$ cat config.mk
export PLATFORM = sky130hd
export DESIGN_NAME = interrupt_controller
export DESIGN_NICKNAME = d
export VERILOG_FILES = /design/src/rtl/intc_pkg.sv /design/src/rtl/intc_sync_edge.sv /design/src/rtl/interrupt_controller.sv
export SDC_FILE = /design/constraint.sdc
export NUM_CORES = 1
export LEC_CHECK = 0
export ABC_CLOCK_PERIOD_IN_PS = 4300
export BUFFER_PORTS_ARGS = -buffer_cell sky130_fd_sc_hd__buf_2
export CELL_PAD_IN_SITES_DETAIL_PLACEMENT = 1
export CELL_PAD_IN_SITES_GLOBAL_PLACEMENT = 1
export CORE_ASPECT_RATIO = 1.25
export CORE_MARGIN = 2
export CORE_UTILIZATION = 27
export DETAILED_ROUTE_END_ITERATION = 12
export PLACE_DENSITY_LB_ADDON = 0.1
export SLEW_MARGIN = 20
export SYNTH_ARGS = -nofsm -noshare
export SYNTH_HDL_FRONTEND = slang
export SYNTH_SLANG_ARGS = --single-unit
$ cat constraint.sdc
create_clock -name clk -period 4.3 [get_ports clk]
set_clock_uncertainty 0.15 [all_clocks]
set_input_delay 0 -clock clk [delete_from_list [all_inputs] [get_ports clk]]
set_output_delay 0 -clock clk [all_outputs]
set_load 0.02 [all_outputs]
$ cat src/rtl/intc_pkg.sv
// ---------------------------------------------------------------------------
// intc_pkg
// Shared constants, bus FSM state type and a priority helper for the
// interrupt controller.
//
// Contents:
//   NUM_SRC                      number of interrupt sources (4)
//   PEND_OFS / MASK_OFS / CAUSE_OFS  register byte offsets
//   MASK_RST                     mask value after reset (keyboard + timer)
//   SRC_KBD / SRC_TMR            source index constants
//   busState_t                   bus FSM states (IDLE, DONE)
//   lowestOneHot()               isolates the lowest set bit of a vector
//
// Build option: INTC_EDGE_EN (used by intc_sync_edge) selects rising-edge
// capture instead of level capture.
// ---------------------------------------------------------------------------
package intc_pkg;

    localparam int NUM_SRC = 4;

    localparam logic [3:0] PEND_OFS  = 4'h0;
    localparam logic [3:0] MASK_OFS  = 4'h4;
    localparam logic [3:0] CAUSE_OFS = 4'h8;

    localparam logic [NUM_SRC-1:0] MASK_RST = 4'b0011;

    localparam int SRC_KBD = 0;
    localparam int SRC_TMR = 1;

    typedef enum logic {
        IDLE = 1'b0,
        DONE = 1'b1
    } busState_t;

    // Returns a one-hot vector of the lowest-index set bit of v (bit0 has
    // the highest priority); all zeros when v is zero.
    function automatic logic [NUM_SRC-1:0] lowestOneHot(input logic [NUM_SRC-1:0] v);
        logic [NUM_SRC-1:0] result;
        result = '0;
        for (int i = NUM_SRC - 1; i >= 0; i--) begin
            if (v[i]) begin
                result    = '0;
                result[i] = 1'b1;
            end
        end
        return result;
    endfunction

endpackage

$ cat src/rtl/intc_sync_edge.sv
// ---------------------------------------------------------------------------
// intc_sync_edge
// Brings one raw interrupt request into the clk domain through a 2-flop
// synchronizer and produces the capture condition for its PENDING bit.
//
// Build option INTC_EDGE_EN:
//   defined   : capture = rising edge of the synchronized request (one extra
//               flop remembers the previous synchronized value)
//   undefined : capture = synchronized level
//
// Ports:
//   clk       in   clock
//   rst       in   synchronous active-high reset
//   asyncIn   in   raw request, may be asynchronous to clk
//   capture   out  set condition for the PENDING bit of this source
// ---------------------------------------------------------------------------
module intc_sync_edge (
    input  logic clk,
    input  logic rst,
    input  logic asyncIn,
    output logic capture
);

    // syncReg[0] is the metastability-catching stage, syncReg[1] the
    // stable synchronized copy that the rest of the design may use.
    logic [1:0] syncReg;

    always_ff @(posedge clk) begin
        if (rst) begin
            syncReg <= 2'b00;
        end else begin
            syncReg <= {syncReg[0], asyncIn};
        end
    end

`ifdef INTC_EDGE_EN
    logic edgeReg;

    always_ff @(posedge clk) begin
        if (rst) begin
            edgeReg <= 1'b0;
        end else begin
            edgeReg <= syncReg[1];
        end
    end

    // The third edge that samples the input high is the one where the
    // synchronized value is 1 and the previous synchronized value is 0.
    assign capture = syncReg[1] & ~edgeReg;
`else
    assign capture = syncReg[1];
`endif

endmodule

$ cat src/rtl/interrupt_controller.sv
// ---------------------------------------------------------------------------
// interrupt_controller
// Four-source interrupt controller with a PENDING/MASK register pair, fixed
// priority cause encoding (bit0 highest) and a small memory-mapped bus slave.
//
// Build option INTC_EDGE_EN: rising-edge capture of requests (default is
// level capture, see intc_sync_edge).
//
// Register map (byte offsets on IntcAddr):
//   0x0 PENDING  read; write-1-to-clear bits[3:0]
//   0x4 MASK     read/write bits[3:0]
//   0x8 CAUSE    read-only, returns OutCause
//   other        read 0, writes ignored
//
// Ports:
//   clk          in   CPU clock
//   rst          in   synchronous active-high reset
//   SrcReq       in   raw requests (bit0 keyboard, bit1 timer, 2-3 spare)
//   InteAccept   in   CPU acknowledge of the presented interrupt
//   OutINTE      out  interrupt request to the CPU
//   OutCause     out  one-hot cause of the presented interrupt
//   SrcAck       out  per-source acknowledge pulse
//   ChipSelect   in   bus select
//   IntcAddr     in   bus byte offset
//   MemRead      in   bus read strobe
//   MemWrite     in   bus write strobe
//   WriteData    in   bus write data
//   MemReadData  out  registered bus read data
//   MemOK        out  one-cycle bus completion pulse
// ---------------------------------------------------------------------------
module interrupt_controller
    import intc_pkg::*;
(
    input  logic                clk,
    input  logic                rst,
    input  logic [NUM_SRC-1:0]  SrcReq,
    input  logic                InteAccept,
    output logic                OutINTE,
    output logic [31:0]         OutCause,
    output logic [NUM_SRC-1:0]  SrcAck,
    input  logic                ChipSelect,
    input  logic [3:0]          IntcAddr,
    input  logic                MemRead,
    input  logic                MemWrite,
    input  logic [31:0]         WriteData,
    output logic [31:0]         MemReadData,
    output logic                MemOK
);

    // ------------------------------------------------------------------
    // Source synchronization / capture
    // ------------------------------------------------------------------
    logic [NUM_SRC-1:0] captureVec;

    genvar gi;
    generate
        for (gi = 0; gi < NUM_SRC; gi++) begin : gSrc
            intc_sync_edge uSyncEdge (
                .clk     (clk),
                .rst     (rst),
                .asyncIn (SrcReq[gi]),
                .capture (captureVec[gi])
            );
        end
    endgenerate

    // ------------------------------------------------------------------
    // Registers
    // ------------------------------------------------------------------
    logic [NUM_SRC-1:0] pendingReg, pendingNext;
    logic [NUM_SRC-1:0] maskReg, maskNext;
    logic [31:0]        readDataReg, readDataNext;
    busState_t          stateReg, stateNext;

    // ------------------------------------------------------------------
    // Interrupt presentation
    // ------------------------------------------------------------------
    logic [NUM_SRC-1:0] activeVec;
    logic [NUM_SRC-1:0] presentedVec;
    logic               acceptFire;

    assign activeVec    = pendingReg & maskReg;
    assign presentedVec = lowestOneHot(activeVec);
    assign OutINTE      = |activeVec;
    assign OutCause     = {{(32 - NUM_SRC){1'b0}}, presentedVec};

    // An accept only means something while a request is being presented.
    assign acceptFire   = InteAccept & OutINTE;
    assign SrcAck       = presentedVec & {NUM_SRC{acceptFire}};

    // ------------------------------------------------------------------
    // Bus decode. A simultaneous read and write is handled as a read only.
    // ------------------------------------------------------------------
    logic busAccess;
    logic doRead;
    logic doWrite;

    assign busAccess = (stateReg == IDLE) & ChipSelect & (MemRead | MemWrite);
    assign doRead    = busAccess & MemRead;
    assign doWrite   = busAccess & MemWrite & ~MemRead;

    // Upper write-data bits carry no register content.
    logic unusedWriteBits;
    assign unusedWriteBits = ^WriteData[31:NUM_SRC];

    // ------------------------------------------------------------------
    // PENDING next state, per bit: set has priority over any clear.
    // ------------------------------------------------------------------
    logic [NUM_SRC-1:0] w1cVec;
    logic [NUM_SRC-1:0] acceptClrVec;

    assign w1cVec       = (doWrite && (IntcAddr == PEND_OFS)) ? WriteData[NUM_SRC-1:0]
                                                              : '0;
    assign acceptClrVec = SrcAck;

    generate
        for (gi = 0; gi < NUM_SRC; gi++) begin : gPend
            assign pendingNext[gi] = captureVec[gi] |
                                     (pendingReg[gi] & ~(w1cVec[gi] | acceptClrVec[gi]));
        end
    endgenerate

    // ------------------------------------------------------------------
    // MASK and read-data next state
    // ------------------------------------------------------------------
    always_comb begin
        maskNext     = maskReg;
        readDataNext = readDataReg;

        if (doWrite && (IntcAddr == MASK_OFS)) begin
            maskNext = WriteData[NUM_SRC-1:0];
        end

        // Read data reflects register contents before this edge's updates.
        if (doRead) begin
            case (IntcAddr)
                PEND_OFS:  readDataNext = {{(32 - NUM_SRC){1'b0}}, pendingReg};
                MASK_OFS:  readDataNext = {{(32 - NUM_SRC){1'b0}}, maskReg};
                CAUSE_OFS: readDataNext = OutCause;
                default:   readDataNext = 32'h0;
            endcase
        end
    end

    // ------------------------------------------------------------------
    // Bus FSM: IDLE accepts an access, DONE signals completion for one
    // cycle and ignores any strobes present meanwhile.
    // ------------------------------------------------------------------
    always_comb begin
        stateNext = stateReg;
        case (stateReg)
            IDLE:    if (busAccess) stateNext = DONE;
            DONE:    stateNext = IDLE;
            default: stateNext = IDLE;
        endcase
    end

    assign MemOK       = (stateReg == DONE);
    assign MemReadData = readDataReg;

    // ------------------------------------------------------------------
    // State registers; reset overrides any concurrent access or accept.
    // ------------------------------------------------------------------
    always_ff @(posedge clk) begin
        if (rst) begin
            pendingReg  <= '0;
            maskReg     <= MASK_RST;
            readDataReg <= 32'h0;
            stateReg    <= IDLE;
        end else begin
            pendingReg  <= pendingNext;
            maskReg     <= maskNext;
            readDataReg <= readDataNext;
            stateReg    <= stateNext;
        end
    end

endmodule

* Word-level counts from Yosys, hierarchy flattened
Index checks and enable logic that the tools add are counted.
** Storage, ports and cells
- Register bits :: 49
- Bits in latches :: 0
- RAM bits :: 0
- Memory bits (read-only) :: 0
- Input bits :: 46
- Output and inout bits :: 70
- Logic and storage cells :: 49
- Memories :: 0
** Operators by class
- $add $sub $neg :: 0
- Multiply operators :: 0
- Div/mod/pow operators :: 0
- Order comparisons :: 0
- Equal/unequal tests :: 2
- Shift operators :: 0
- Multiplexer cells :: 8
- Bitwise operators :: 27
- Reductions and logical operators :: 4
** Operators by type and width (count)
- $mux 4 :: 5
- $pmux 4 s3 :: 1
- $and 1x1->1 :: 10
- $or 1x1->1 :: 9
- $and 4x4->4 :: 2
- $not 1->1 :: 6
- $eq 4x3->1 const B :: 1
- $eq 4x4->1 const B :: 1
- $logic_not 4->1 :: 1
- $reduce_or 4->1 :: 1
- $logic_and 1x1->1 :: 2
- $pmux 1 s2 :: 1
- $mux 1 :: 1

* Logic depth before layout (Yosys ltp)
- Depth after elaboration :: 11
- Depth in mapped cells :: 4
- Gate-level depth less buffers :: 4

* Modules after synthesis
A second synthesis with hierarchy kept.
** Unflattened totals
- Cell total of the unflattened synthesis :: 160
- Area, all modules :: 1327.5 sq um
** By module, submodules not included
- interrupt_controller :: times used 1, cells each 144, area each 1117.3 sq um, seq. area each 260.2 sq um
- intc_sync_edge :: times used 4, cells each 4, area each 52.6 sq um, seq. area each 40.0 sq um

* Worst setup path after synthesis
OpenSTA, ideal clock, no wires.
- Path type :: reg-to-output
- Start :: register pendingReg[2]
- End :: output SrcAck[3]
- Arrival :: 1.372 ns
- Required time :: 4.150 ns
- Setup slack :: 2.778 ns
- Stages on the path, launching flop included :: 4
- Path buffers :: 0
- Cell sequence :: dfxtp_1 > a222oi_1 > and3_1 > and2_1
** Between the ends
- Longest elaborated chain between the ends :: 5
- Elaborated cells between the ends (all ways) :: 7
- Those cells by class :: mux: 3; bitwise: 3; reduce/logical: 1
** RTL lines
- start: declaration :: RTL line interrupt_controller.sv:70 : logic [NUM_SRC-1:0] pendingReg, pendingNext;
- start signal: assignment :: RTL line interrupt_controller.sv:171 : pendingReg <= pendingNext;
- $and 4x4->4 :: RTL line interrupt_controller.sv:82 : assign activeVec = pendingReg & maskReg;
- $mux 4 (3 in a row) :: RTL line intc_pkg.sv:41 : if (v[i]) begin
- via OutCause[3] :: RTL line interrupt_controller.sv:39 : output logic [31:0] OutCause,
- $and 4x4->4 :: RTL line interrupt_controller.sv:89 : assign SrcAck = presentedVec & {NUM_SRC{acceptFire}};
- end: declaration :: RTL line interrupt_controller.sv:40 : output logic [NUM_SRC-1:0] SrcAck,
The timed path passes the listed nets, and every way through them passes these cells.

* Worst setup path in the final report
- Start :: register stateReg, in the netlist MemOK
- End :: register maskReg[3]
** Between the ends
- Longest elaborated chain between the ends :: 6
** RTL lines
- start: declaration :: RTL line interrupt_controller.sv:73 : busState_t stateReg, stateNext;
- start signal: assignment :: RTL line interrupt_controller.sv:174 : stateReg <= stateNext;
- $not 1->1
- $and 1x1->1 (2 in a row) :: RTL line interrupt_controller.sv:98 : assign busAccess = (stateReg == IDLE) & ChipSelect & (MemRead | MemWrite);
- $and 1x1->1 (2 in a row) :: RTL line interrupt_controller.sv:100 : assign doWrite = busAccess & MemWrite & ~MemRead;
- $logic_and 1x1->1 :: RTL line interrupt_controller.sv:130 : if (doWrite && (IntcAddr == MASK_OFS)) begin
- end signal: assignment :: RTL line interrupt_controller.sv:172 : maskReg <= maskNext;
- end: declaration :: RTL line interrupt_controller.sv:71 : logic [NUM_SRC-1:0] maskReg, maskNext;
No other way between the ends.
A chain may end at the register's enable or synchronous reset.

==> flow_summary.json <==
{
  "critPathArrivalTime_ns": 1.97,
  "drive_above_1_share_pct": 19.2,
  "slowest_delay_ns": 0.56,
  "reg2reg_slack_ns": 2.33,
  "ys_warn_count": 0,
  "cp-start-kind": "flop",
  "pre_cts_ws_ns": 2.70,
  "slew_headroom_pct": 60.8,
  "register_area_um2": 420,
  "fin_util_pct": 32.5,
  "min_path_type": "input port to flop",
  "worst_slack_ns": 2.33,
  "yosysTopAreaCell": "buf_4",
  "dominantRegCellSynth": "dfxtp_1",
  "synth_area_leaders": "buf_4, dfxtp_1, nor2b_1",
  "placed_cells": 249,
  "worstReg2RegEnd": "maskReg[3]",
  "required_ns": 4.30,
  "setup_tns_ns": 0,
  "syn_avg_cell_area_um2": 8.41,
  "path_cells": "nor2b_1, nand3_2, mux2i_1, nor2_1, dlygate4sd3_1",
  "reg2regPathDepth": 5,
  "track_usage_pct": 10.8,
  "clk_pin_slew_ns": 0.08,
  "clock_path_buffers": 2,
  "post_drt_wl_per_cell_um": 11.3,
  "synthToLayoutAreaGrowth_pct": 15.2,
  "synth_most_common_cell": "buf_4",
  "cts_tree": "yes",
  "post-route-period-util_pct": 45.9,
  "ys_top_cells_by_count": "buf_4, dfxtp_1, nor2b_1",
  "synth_top_area_share_pct": 31.1,
  "h-tree-depth": 1,
  "num-nets-final": 255,
  "crit_family": "simple AND/OR/NAND/NOR gates",
  "clk_latency_ns": 0.26,
  "cts.sinks": 21,
  "antenna_found_initial": 0,
  "clockPowerShare_pct": 30.2,
  "drt-initial-drc-count": 18,
  "die-area_mm2": 0.00560,
  "critPathSlowestCell": "dlygate4sd3_1",
  "fmax_mhz": 507,
  "holdCritStartpoint": "IntcAddr[0]",
  "p_seq_share_pct": 47.3,
  "avgViaCountPerCell": 4.02,
  "cp-end-kind": "flop",
  "whs_path_depth": 4,
  "leakage_nw": 0.818,
  "cts.repair.resized": 0,
  "setup_viol": 0,
  "grt_pass1_wl_um": 4650,
  "drc": 0,
  "finalNonFillerCells": 268,
  "critPathMaxFanout": 6,
  "cp.buffers_inverters": 1,
  "hold_buffers": 15,
  "num_antenna_cells": 0,
  "min_to": "MemReadData[1]",
  "slew_viol_final": 0,
  "synth_edf_count": 0,
  "drtAntennaViolNets": 0,
  "vias": 1078,
  "grt_max_degree": 21,
  "first_pass_iters": 4,
  "ys_ff_latch": 21,
  "rsz0062_at_grt": "false",
  "tightest_slew_ns": 0.588,
  "coreArea_mm2": 0.00480,
  "hpwl_um": 2380,
  "fillCellCount": 606,
  "num_io_pins": 116,
  "portBuffers": 31,
  "p_per_area_mw_per_mm2": 278,
  "cts_buffers": 3,
  "cts_root_buf": "clkbuf_8",
  "reg2reg_from": "MemOK",
  "ys_types": 31,
  "postSynth.asyncResetShare_pct": 0,
  "die_width_um": 67.3,
  "std_cell_rows": 28,
  "synth_cells": 161,
  "critical_path_class": "flop to flop",
  "die_h_um": 83.2,
  "min_period_ns": 1.97,
  "cts_setup_buffers": 0,
  "gp_congestion": 0.696,
  "initial_core_util_pct": 28.2,
  "finalPower_mw": 0.433,
  "ir_drop_uv": 136,
  "grt_pass1_vias": 981,
  "cap_violations": 0,
  "hold_viol": 0,
  "intPower_mw": 0.291,
  "p_sw_mw": 0.142,
  "combPwrFrac_pct": 22.4,
  "syn_area_mm2": 0.00135,
  "multi_input_area_um2": 686,
  "drt_wl_total_um": 3030,
  "status": "finished clean",
  "swShare_pct": 32.8,
  "grt-ovfl-total": 0,
  "ys_seq_area_share_pct": 31.1
}
==> logic make-up (layout without fill, tap and decap cells) <==
kind of cell / Yosys count / count (layout) / synth area share [%]
other cells: 1 / 56 / 0.277
buf+inv: 65 / 57 / 33.5
mux: 4 / 4 / 2.96
simple gates: 51 / 51 / 21.8
flops: 21 / 21 / 31.1
compound gates: 19 / 19 / 10.4
==> per-stage QoR <==
step	hold slack (ns)	cell area, µm²
CTS	0.00186	1560
finish	0.00888	1560
detailed placement	0.0686	1360
global placement	0.0581	1360
floorplan	-0.0398	1560
global route	0.0595	1560
==> how the worst max path moves through the flow <==
| stage | startpoint | end | slack [ns] | cells after the start |
|---|---|---|---|---|
| floorplan | pendingReg[2] | SrcAck[3] | 2.78 | 3 |
| global placement | pendingReg[2] | SrcAck[3] | 2.73 | 4 |
| detailed placement | maskReg[2] | pendingReg[3] | 2.70 | 4 |
| CTS | MemOK | maskReg[3] | 2.34 | 5 |
| global route | rst | MemReadData[2] | 2.17 | 6 |
| finish | MemOK | maskReg[3] | 2.33 | 5 |
==> placed cells by master (no fill, tap or decap), types with 3 or more instances in the layout <==
master         count
nor2_1            10
dlygate4sd3_1     15
nor2b_1           11
inv_1              7
buf_2             31
conb_1            56
dfxtp_1           21
a31oi_1            3
o21ai_1            3
nand3_1            4
a21oi_1            4
mux2i_1            4
nand2_1            8
clkbuf_8           3
nor3_1             5
==> flip-flops by register name, summed over array words and instances (netlist names) <==
signal / count
MemOK: 1
gSrc.uSyncEdge.syncReg: 8
maskReg: 4
pendingReg: 4
MemReadData: 4
==> power groups by stage <==
stage | Clock [mW] | Combinational (mW) | Sequential, mW
floorplan | 0 | 0.106 | 0.209
CTS | 0.137 | 0.0961 | 0.205
global route | 0.145 | 0.106 | 0.206
detailed placement | 0 | 0.0867 | 0.210
global placement | 0 | 0.0858 | 0.209
finish | 0.131 | 0.0972 | 0.205
==> area by class of cell <==
cell class,count,area share (%)
Clock buffer,3,2.65
Inverter,7,1.69
Timing Repair Buffer,46,19.6
Sequential cell,21,27.0
Clock inverter,1,0.321
Tap cell,60,4.82
Multi-Input combinational cell,130,44.0
==> tightest hold or removal path, delay by kind of cell <==
| kind | cells | cell delay, ns |
|---|---|---|
| muxes | 1 | 0.13 |
| buffers and inverters | 1 | 0.11 |
| and+or+nand+nor | 2 | 0.14 |
==> metal layers <==
layer	wire, µm	track usage [%]	part of all wire, %	vias up
met4	41	5.38	1.4	0
met5	0	0	0	-
met1	1180	11.4	39	502
met3	207	1.63	6.8	4
li1	-	-	-	518
met2	1600	19.7	53	54
Note: power is estimated with default switching activity, not from simulation.
